[src/rtl/vram_fifo_port.sv]
// VRAM access port: buffers game-side writes and prefetched reads in front of a
// single-outstanding req/ack memory. Writes always win over reads.
module vram_fifo_port #(
    parameter int WR_DEPTH  = 16,
    parameter int RD_DEPTH  = 16,
    parameter int RD_BURST  = 10,
    parameter int ADDR_STEP = 2
) (
    input  logic        clk,
    input  logic        reset,
    input  logic        write_ld,
    input  logic        write_req,
    input  logic [24:0] writeaddr,
    input  logic [15:0] writedata,
    input  logic        read_ld,
    input  logic        read_req,
    input  logic [24:0] readaddr,
    output logic [15:0] readdata,
    output logic [15:0] wr_buffer,
    output logic [15:0] rd_buffer,
    output logic        wr_overflow,
    output logic        mem_req,
    output logic        mem_we,
    output logic [24:0] mem_addr,
    output logic [15:0] mem_wdata,
    input  logic        mem_ack,
    input  logic [15:0] mem_rdata
);
    localparam int WAW = $clog2(WR_DEPTH);
    localparam int RAW = $clog2(RD_DEPTH);
    localparam logic [WAW:0] WR_FULL = (WAW+1)'(WR_DEPTH);
    localparam logic [RAW:0] RD_FULL = (RAW+1)'(RD_DEPTH);
    localparam logic [24:0]  STEP    = 25'(ADDR_STEP);
    localparam logic [15:0]  BURST   = 16'(RD_BURST);

    typedef enum logic [1:0] {IDLE, WR, RD} state_t;
    state_t state, state_nxt;

    logic [15:0]    wr_mem [WR_DEPTH];
    logic [WAW-1:0] wr_head, wr_tail;
    logic [WAW:0]   wr_count;
    logic [24:0]    wr_ptr;
    logic           wr_stale;

    logic [15:0]    rd_mem [RD_DEPTH];
    logic [RAW-1:0] rd_head, rd_tail;
    logic [RAW:0]   rd_count;
    logic [24:0]    rd_ptr;
    logic [15:0]    fetch_left;
    logic           rd_discard;

    logic issue_wr, issue_rd, wr_ack, rd_ack;
    logic wr_full, wr_pop, wr_push, wr_drop;
    logic rd_push, rd_pop;

    // A load in the current cycle holds off issue so the new pointer is used.
    always_comb begin
        state_nxt = state;
        issue_wr  = 1'b0;
        issue_rd  = 1'b0;
        wr_ack    = 1'b0;
        rd_ack    = 1'b0;
        case (state)
            IDLE: begin
                if (!write_ld && !read_ld) begin
                    if (wr_count != '0) begin
                        issue_wr  = 1'b1;
                        state_nxt = WR;
                    end else if (fetch_left != '0 && rd_count < RD_FULL) begin
                        issue_rd  = 1'b1;
                        state_nxt = RD;
                    end
                end
            end
            WR: begin
                if (mem_ack) begin
                    wr_ack    = 1'b1;
                    state_nxt = IDLE;
                end
            end
            RD: begin
                if (mem_ack) begin
                    rd_ack    = 1'b1;
                    state_nxt = IDLE;
                end
            end
            default: state_nxt = IDLE;
        endcase
    end

    always_ff @(posedge clk or posedge reset) begin
        if (reset) state <= IDLE;
        else       state <= state_nxt;
    end

    assign mem_req = (state != IDLE);

    always_ff @(posedge clk or posedge reset) begin
        if (reset) begin
            mem_we    <= 1'b0;
            mem_addr  <= '0;
            mem_wdata <= '0;
        end else if (issue_wr) begin
            mem_we    <= 1'b1;
            mem_addr  <= wr_ptr;
            mem_wdata <= wr_mem[wr_head];
        end else if (issue_rd) begin
            mem_we    <= 1'b0;
            mem_addr  <= rd_ptr;
        end
    end

    // Write FIFO. The in-flight word stays at the head until its ack; a stale
    // in-flight write (flushed by write_ld) is tracked separately by wr_stale.
    assign wr_full = (wr_count == WR_FULL);
    assign wr_pop  = wr_ack && !wr_stale && !write_ld;
    assign wr_push = write_req && (write_ld || !wr_full || wr_pop);
    assign wr_drop = write_req && !write_ld && wr_full && !wr_pop;

    always_ff @(posedge clk) begin
        if (wr_push) wr_mem[write_ld ? '0 : wr_tail] <= writedata;
    end

    always_ff @(posedge clk or posedge reset) begin
        if (reset) begin
            wr_head     <= '0;
            wr_tail     <= '0;
            wr_count    <= '0;
            wr_ptr      <= '0;
            wr_overflow <= 1'b0;
            wr_stale    <= 1'b0;
        end else if (write_ld) begin
            wr_head     <= '0;
            wr_tail     <= WAW'(wr_push);
            wr_count    <= (WAW+1)'(wr_push);
            wr_ptr      <= writeaddr;
            wr_overflow <= 1'b0;
            wr_stale    <= (state == WR) && !mem_ack;
        end else begin
            if (wr_push) wr_tail <= wr_tail + WAW'(1);
            if (wr_pop) begin
                wr_head <= wr_head + WAW'(1);
                wr_ptr  <= wr_ptr + STEP;
            end
            if (wr_push && !wr_pop)      wr_count <= wr_count + (WAW+1)'(1);
            else if (!wr_push && wr_pop) wr_count <= wr_count - (WAW+1)'(1);
            if (wr_drop) wr_overflow <= 1'b1;
            if (wr_ack)  wr_stale    <= 1'b0;
        end
    end

    assign wr_buffer = 16'(wr_count) + 16'(wr_stale);

    // Read FIFO. A discarded or same-cycle-reloaded response neither pushes
    // nor advances rd_ptr, so rd_ptr stays at the freshly loaded readaddr.
    assign rd_push = rd_ack && !rd_discard && !read_ld;
    assign rd_pop  = read_req && (rd_count != '0) && !read_ld;

    always_ff @(posedge clk) begin
        if (rd_push) rd_mem[rd_tail] <= mem_rdata;
    end

    always_ff @(posedge clk or posedge reset) begin
        if (reset) begin
            rd_head    <= '0;
            rd_tail    <= '0;
            rd_count   <= '0;
            rd_ptr     <= '0;
            fetch_left <= '0;
            rd_discard <= 1'b0;
        end else if (read_ld) begin
            rd_head    <= '0;
            rd_tail    <= '0;
            rd_count   <= '0;
            rd_ptr     <= readaddr;
            fetch_left <= BURST;
            rd_discard <= (state == RD) && !mem_ack;
        end else begin
            if (rd_push) begin
                rd_tail    <= rd_tail + RAW'(1);
                rd_ptr     <= rd_ptr + STEP;
                fetch_left <= fetch_left - 16'd1;
            end
            if (rd_pop) rd_head <= rd_head + RAW'(1);
            if (rd_push && !rd_pop)      rd_count <= rd_count + (RAW+1)'(1);
            else if (!rd_push && rd_pop) rd_count <= rd_count - (RAW+1)'(1);
            if (rd_ack) rd_discard <= 1'b0;
        end
    end

    assign rd_buffer = 16'(rd_count);
    assign readdata  = (rd_count == '0) ? 16'h0000 : rd_mem[rd_head];

endmodule

[config.mk]
export PLATFORM = sky130hd
export DESIGN_NAME = vram_fifo_port
export DESIGN_NICKNAME = d
export VERILOG_FILES = /design/src/rtl/vram_fifo_port.sv
export SDC_FILE = /design/constraint.sdc
export NUM_CORES = 1
export LEC_CHECK = 0
export CORE_MARGIN = 2
export CORE_UTILIZATION = 30
export CTS_CLUSTER_SIZE = 28
export DETAILED_ROUTE_END_ITERATION = 10
export GPL_TIMING_DRIVEN = 0
export SLEW_MARGIN = 20
export SYNTH_ARGS = -nofsm -noshare
export SYNTH_HDL_FRONTEND = slang
export SYNTH_SLANG_ARGS = --single-unit
[constraint.sdc]
create_clock -name clk -period 4.6 [get_ports clk]
set_input_delay 0.69 -clock clk [delete_from_list [all_inputs] [get_ports clk]]
set_output_delay 0.69 -clock clk [all_outputs]
set_load 0.02 [all_outputs]
Yosys cells after proc, flatten, opt, wreduce, memory -nomap -nowiden
Memories as Yosys holds them, arrays and structs flattened. A register that Yosys moved wholly into a read port is not among the register bits.
Cells that the tools add are included.
- input port bits: 89
- RAM bits: 512
- word-level logic and storage cells: 135
- memories kept: 2
- register bits after elaboration: 123
- output and inout port bits: 92
- memory list (memory ; words ; width ; read ports ; clocked after Yosys merged registers in ; write ports ; line ; source):
    rd_mem ; 16 ; 16 ; 1 ; 0 ; 1 ; 45 ; logic [15:0] rd_mem [RD_DEPTH];
    wr_mem ; 16 ; 16 ; 1 ; 1 ; 1 ; 39 ; logic [15:0] wr_mem [WR_DEPTH];
- multiplexer cells: 51
- add/subtract/negate cells: 12
- reductions and logical operators: 48
- equality and inequality tests: 6
- magnitude comparators: 1
- operators by type and width (cell ; count):
    $mux W25 ; 6
    $add A25 B2 Y25 const B ; 2
    $mux W16 ; 3
    $mux W4 ; 9
    $mux W5 ; 6
    $mux W1 ; 22
    $logic_and A1 B1 Y1 ; 18
    $reduce_bool A2 Y1 ; 9
    $add A4 B1 Y4 const B ; 4
    $reduce_bool A16 Y1 ; 1
    $sub A16 B1 Y16 const B ; 1
    $add A5 B1 Y5 const B ; 2
    $logic_not A1 Y1 ; 10
    $reduce_bool A5 Y1 ; 2
    $sub A5 B1 Y5 const B ; 2
    $mux W2 ; 4
    $add A5 B1 Y6 ; 1
    $reduce_bool A3 Y1 ; 2
    $eq A5 B5 Y1 const B ; 1
    $logic_not A5 Y1 ; 1
    $lt A5 B5 Y1 const B ; 1
    $pmux W2 S2 ; 1
    $ne A3 B3 Y1 const B ; 1
    $reduce_and A3 Y1 ; 1
    7 further kinds ; 8

Depth between registers and ports, before layout
- word-level depth: 11
- depth in mapped cells: 10
- gate-level depth less buffers: 10

Worst setup path after synthesis
No wires, ideal clock.
- path type: input -> register
- from: input port write_ld
- to: register wr_count[4]
- stages on the path: 9
- buffers on the path: 1
- setup slack: 1.250 ns
- arrival: 3.268 ns
- library setup time: 0.082 ns
- data required time: 4.518 ns
- path through: clkbuf_1 inv_2 a41oi_1 o21ai_0 fa_1 a21o_1 a21oi_1 mux2_2 o22ai_1
- longest elaborated chain between the ends: 7
- elaborated cells on any way between the ends: 12
- classes of those cells: mux: 2; reduce/logical: 10
- ends and longest elaborated chain (what ; line ; source):
    start, declared ; 11 ; input logic write_ld,
    $logic_not A1 Y1 ; 116 ; assign wr_pop = wr_ack && !wr_stale && !write_ld;
    $logic_and A1 B1 Y1 ; 116 ;
    $logic_or A1 B1 Y1 ; 117 ; assign wr_push = write_req && (write_ld || !wr_full || wr_pop);
    $logic_and A1 B1 Y1 ; 117 ;
    $logic_and A1 B1 Y1 or $logic_not A1 Y1 (tied branches) ; 145, 146 ;
    $mux W5 or $logic_and A1 B1 Y1 (tied branches) ; 145, 146 ;
    $mux W5 or $reduce_bool A3 Y1 (tied branches) ; - ;
    end signal, assigned ; 135 ; wr_count <= (WAW+1)'(wr_push);
    end signal, assigned ; 145 ; if (wr_push && !wr_pop) wr_count <= wr_count + (WAW+1)'(1);
    end signal, assigned ; 146 ; else if (!wr_push && wr_pop) wr_count <= wr_count - (WAW+1)'(1);
    end, declared ; 41 ; logic [WAW:0] wr_count;
Several ways; a longest one is shown, not always the timed one.
A chain may end at the register's enable or synchronous reset.

Worst setup path in the final report
- from: register rd_count[1]
- to: output port readdata[14]
- longest elaborated chain between the ends: 2
- ends and longest elaborated chain (what ; line ; source):
    start, declared ; 47 ; logic [RAW:0] rd_count;
    start signal, assigned ; 185 ; if (rd_push && !rd_pop) rd_count <= rd_count + (RAW+1)'(1);
    start signal, assigned ; 186 ; else if (!rd_push && rd_pop) rd_count <= rd_count - (RAW+1)'(1);
    $logic_not A5 Y1 ; 192 ; assign readdata = (rd_count == '0) ? 16'h0000 : rd_mem[rd_head];
    $mux W16 ; 192 ;
    end, declared ; 18 ; output logic [15:0] readdata,
Every way passes these cells.

==> flow_summary_export.csv <==
group,metric,value,unit
detailed_routing,wl,68900,um
cts,post_cts_buffers,0,
floorplan,start_util,0.302,
worst_setup_path,crit_type,"reg -> out",
floorplan,io_pins,181,
cts,cts_buffers,72,
synthesis,ys_ff_latch,651,
placed_design,hpwl,48000,um
cts,clock_latency,650,ps
worst_setup_path,worstPathArrival,3700,ps
detailed_routing,firstDrtPassIters,5,
global_route,grt_pass1_vias,16600,
worst_setup_path,cp.required,3910,ps
worst_setup_path,path_cells,"or4_1, clkbuf_1, o21ai_2, clkbuf_1, o22ai_1, clkdlybuf4s50_1",
worst_setup_path,crit_slowest_cell,"or4_1",
floorplan,dieArea,93000,um^2
worst_setup_path,worstSetupStartpointType,"register",
worst_setup_path,max_stage_delay,610,ps
global_route,grt_pass1_wl,104000,um
sta,max_slew_margin,0.316,
finish,post_route_cells_drive_above_1_share,0.192,
worst_setup_path,endpoint_kind,"primary output",
placed_design,port_buffers,157,
sta,timing.fmax,0.228,GHz
pwr,powerDensity,494,nW/um^2
sta,hold_viol_final,0,
pwr,ir_worst_vdd,306,uV
global_route,grt_antenna_before_repair,0,
sta,rsz0062_at_grt,"false",
global_route,grtUsageTotal,0.146,
cts,tritoncts,"yes",
worst_setup_path,cpMostUsedCell,"clkbuf_1",
finish,area_growth,22.3,%
sta,timing.final.crit_share,0.955,
synthesis,synth_area_per_cell,16.4,um^2
sta,fin_skew,57.0,ps
cts,cts.sinks,651,
detailed_routing,vias_per_cell,5.15,
hold_path,hp-class,"in -> reg",
floorplan,num_rows,110,
synthesis,synth_warnings,0,
worst_setup_path,path_max_fanout,10,
synthesis,syn-cell-area,27200,um^2
floorplan,core_area,89900,um^2
detailed_routing,drt-initial-drc-count,1479,
synthesis,synth_edf_count,512,
run_status,status,"complete, no violations",
placed_design,gp_congestion,0.866,
cts,htreeDepth,3,
detailed_routing,drc_errors,0,
synthesis,ys.flop_type,"edfxtp_1",
cts,clock_path_buffers,3,
synthesis,seq_area_frac_synth,0.694,
synthesis,synth_cells,1654,
global_route,grt_max_degree,96,
synthesis,ys_types,70,
detailed_routing,ant_nets,0,
synthesis,async_flop_share,0.214,
pwr,p_leak,10.9,nW
floorplan,die_w,305,um
sta,hold_ws,357,ps
run,drv_cap,0,
cts,path_clk_slew,60,ps
pwr,fin_total_pwr,16.4,mW
cts,post_cts_resized,2,
finish,fin_area,33200,um^2
cts,holdBufCountCts,0,
global_route,gr-total-overflow,0,
finish,nets,2051,
sta,period_minus_slack,4390,ps
cts,cts.root.buffer_cell,"clkbuf_16",
floorplan,chipHeight,305,um
sta,tightest_slew,1030,ps
detailed_routing,vias,16300,
finish,filler_cell_count,8378,
sta,setup_tns,0,ps
sta,finalMaxSlewViolations,0,
placed_design,place_area,30800,um^2
sta,setup_viol,0,
detailed_routing,wl_per_cell,21.7,um
-- cell usage in the layout (no fill, tap or decap), types with 15 or more instances in the layout --
cell             synthesis  final
inv_1                   22     21
dfrtp_1                139    139
o21ai_0                 59     59
nand3_1                 34     34
nor2_1                  91     72
a41oi_1                 24     23
xor2_1                  20     20
clkinv_2                 0     17
mux2i_1                 42     42
nand4_1                 23     23
edfxtp_1               512    512
nand2_1                 76     76
a31oi_1                 18     18
clkdlybuf4s50_1          0    157
a21oi_1                 58     58
clkbuf_16                0     72
o22ai_1                 51     51
clkbuf_1                63     70
o31ai_1                 17     17
ha_1                    22     22
mux4_2                 128    128
buf_4                   22     37
nor2_2                   0     16
conb_1                   1     21
or4_1                   21     21
buf_2                   15     15
mux2_2                  23     23
xnor2_1                 23     23
buf_1                   18     18
-- worst max-delay path: cells and delay by family (launching register included) --
kind	cells	cell delay, ps
buffers and inverters	3	1310
AO/OA/AOI/OAI	2	710
AND/OR/NAND/NOR	1	610
flip-flops	1	440
-- final timing paths --
| kind | start | to | slack (ps) | cells after the start |
|---|---|---|---|---|
| max | rd_count[1]$_DFFE_PP0P_ | readdata[14] | 210 | 6 |
| min | mem_ack | wr_stale$_DFFE_PP0P_ | 360 | 2 |
| max reg2reg | state[1]$_DFFE_PP0P_ | wr_count[4]$_DFFE_PP0P_ | 1000 | 10 |
| min reg2reg | wr_ptr[0]$_DFFE_PP0P_ | wr_ptr[0]$_DFFE_PP0P_ | 510 | 1 |
| max in group asynchronous | reset | rd_ptr[6]$_DFFE_PP0N_ | 3240 | 3 |
| min in group asynchronous | reset | mem_wdata[11]$_DFFE_PP0P_ | 440 | 2 |
-- cell families (layout without fill, tap and decap cells) --
group | count (synthesis) | in the layout | synth area share
flops | 651 | 651 | 0.694
mux | 193 | 193 | 0.131
fa+ha+maj | 24 | 24 | 0.0116
xor+xnor | 43 | 43 | 0.0139
compound gates | 270 | 270 | 0.0627
simple gates | 329 | 329 | 0.0627
other cells | 1 | 22 | 0.000138
buf+inv | 143 | 465 | 0.0238
-- cells in the mapped netlist (4+ instances only) --
library cell	number	area share
edfxtp_1	512	0.57
dfrtp_1	139	0.13
mux4_2	128	0.11
nor2_1	91	0.013
nand2_1	76	0.011
clkbuf_1	63	0.0087
o21ai_0	59	0.011
a21oi_1	58	0.011
o22ai_1	51	0.012
mux2i_1	42	0.015
nand3_1	34	0.0063
a41oi_1	24	0.0077
mux2_2	23	0.0095
nand4_1	23	0.0053
xnor2_1	23	0.0074
buf_4	22	0.0061
ha_1	22	0.010
inv_1	22	0.0030
or4_1	21	0.0058
xor2_1	20	0.0064
a31oi_1	18	0.0041
buf_1	18	0.0025
nor3_1	17	0.0031
o31ai_1	17	0.0047
buf_2	15	0.0028
nor4_1	14	0.0032
or3_1	11	0.0025
o211ai_1	6	0.0017
and2_1	5	0.0012
and4_1	5	0.0016
o21a_1	5	0.0014
a21o_1	4	0.0011
and3_1	4	0.00092
o311ai_0	4	0.0013
-- through the flow --
| stage | setup WS, ps | std cells | util |
|---|---|---|---|
| 6_report | 206 | 3173 | 0.370 |
| 3_3_place_gp | -2110 | 3007 | 0.337 |
| 2_1_floorplan | 185 | 1674 | - |
| 5_1_grt | 25.7 | 3172 | 0.370 |
| 4_1_cts | 138 | 3172 | 0.370 |
| 3_5_place_dp | -447 | 3040 | 0.342 |
-- metal layers --
layer  vias to the layer above  routed length, um  global-route usage
met5                         -                  0                   0
met2                       585              33900               0.244
li1                       7145                  -                   -
met1                      8524              29300               0.198
met3                        78               4540              0.0274
met4                         0               1190              0.0353
-- flip-flops by register name (all words and copies together) (netlist names) --
register	count
rd_head	4
wr_head	4
rd_mem	256
mem_wdata	16
mem_we	1
mem_addr	25
wr_mem	256
wr_tail	4
wr_count	5
rd_discard	1
wr_stale	1
rd_count	5
fetch_left	16
rd_tail	4
wr_ptr	25
rd_ptr	25
wr_overflow	1
state	2
-- report_power, final --
group / leakage (nW) / switching, mW / internal [mW]
Combinational: 3.39 / 2.00 / 1.54
Sequential: 6.31 / 0.360 / 6.70
Clock: 1.20 / 2.48 / 3.34
Total: 10.9 / 4.84 / 11.6
-- cell type report --
class | count | area (um^2) | share of cell area
clock inverters | 46 | 526 | 0.0158
plain buffers | 120 | 561 | 0.0169
diodes | 1 | 2.50 | 0.0000753
well taps | 1176 | 1470 | 0.0443
multi-input cells | 880 | 7860 | 0.237
inverters | 23 | 93.8 | 0.00282
clock buffers | 86 | 1920 | 0.0579
flip-flops and latches | 651 | 18900 | 0.567
repair buffers | 190 | 1940 | 0.0583
Note: power is estimated with default switching activity, not from simulation.
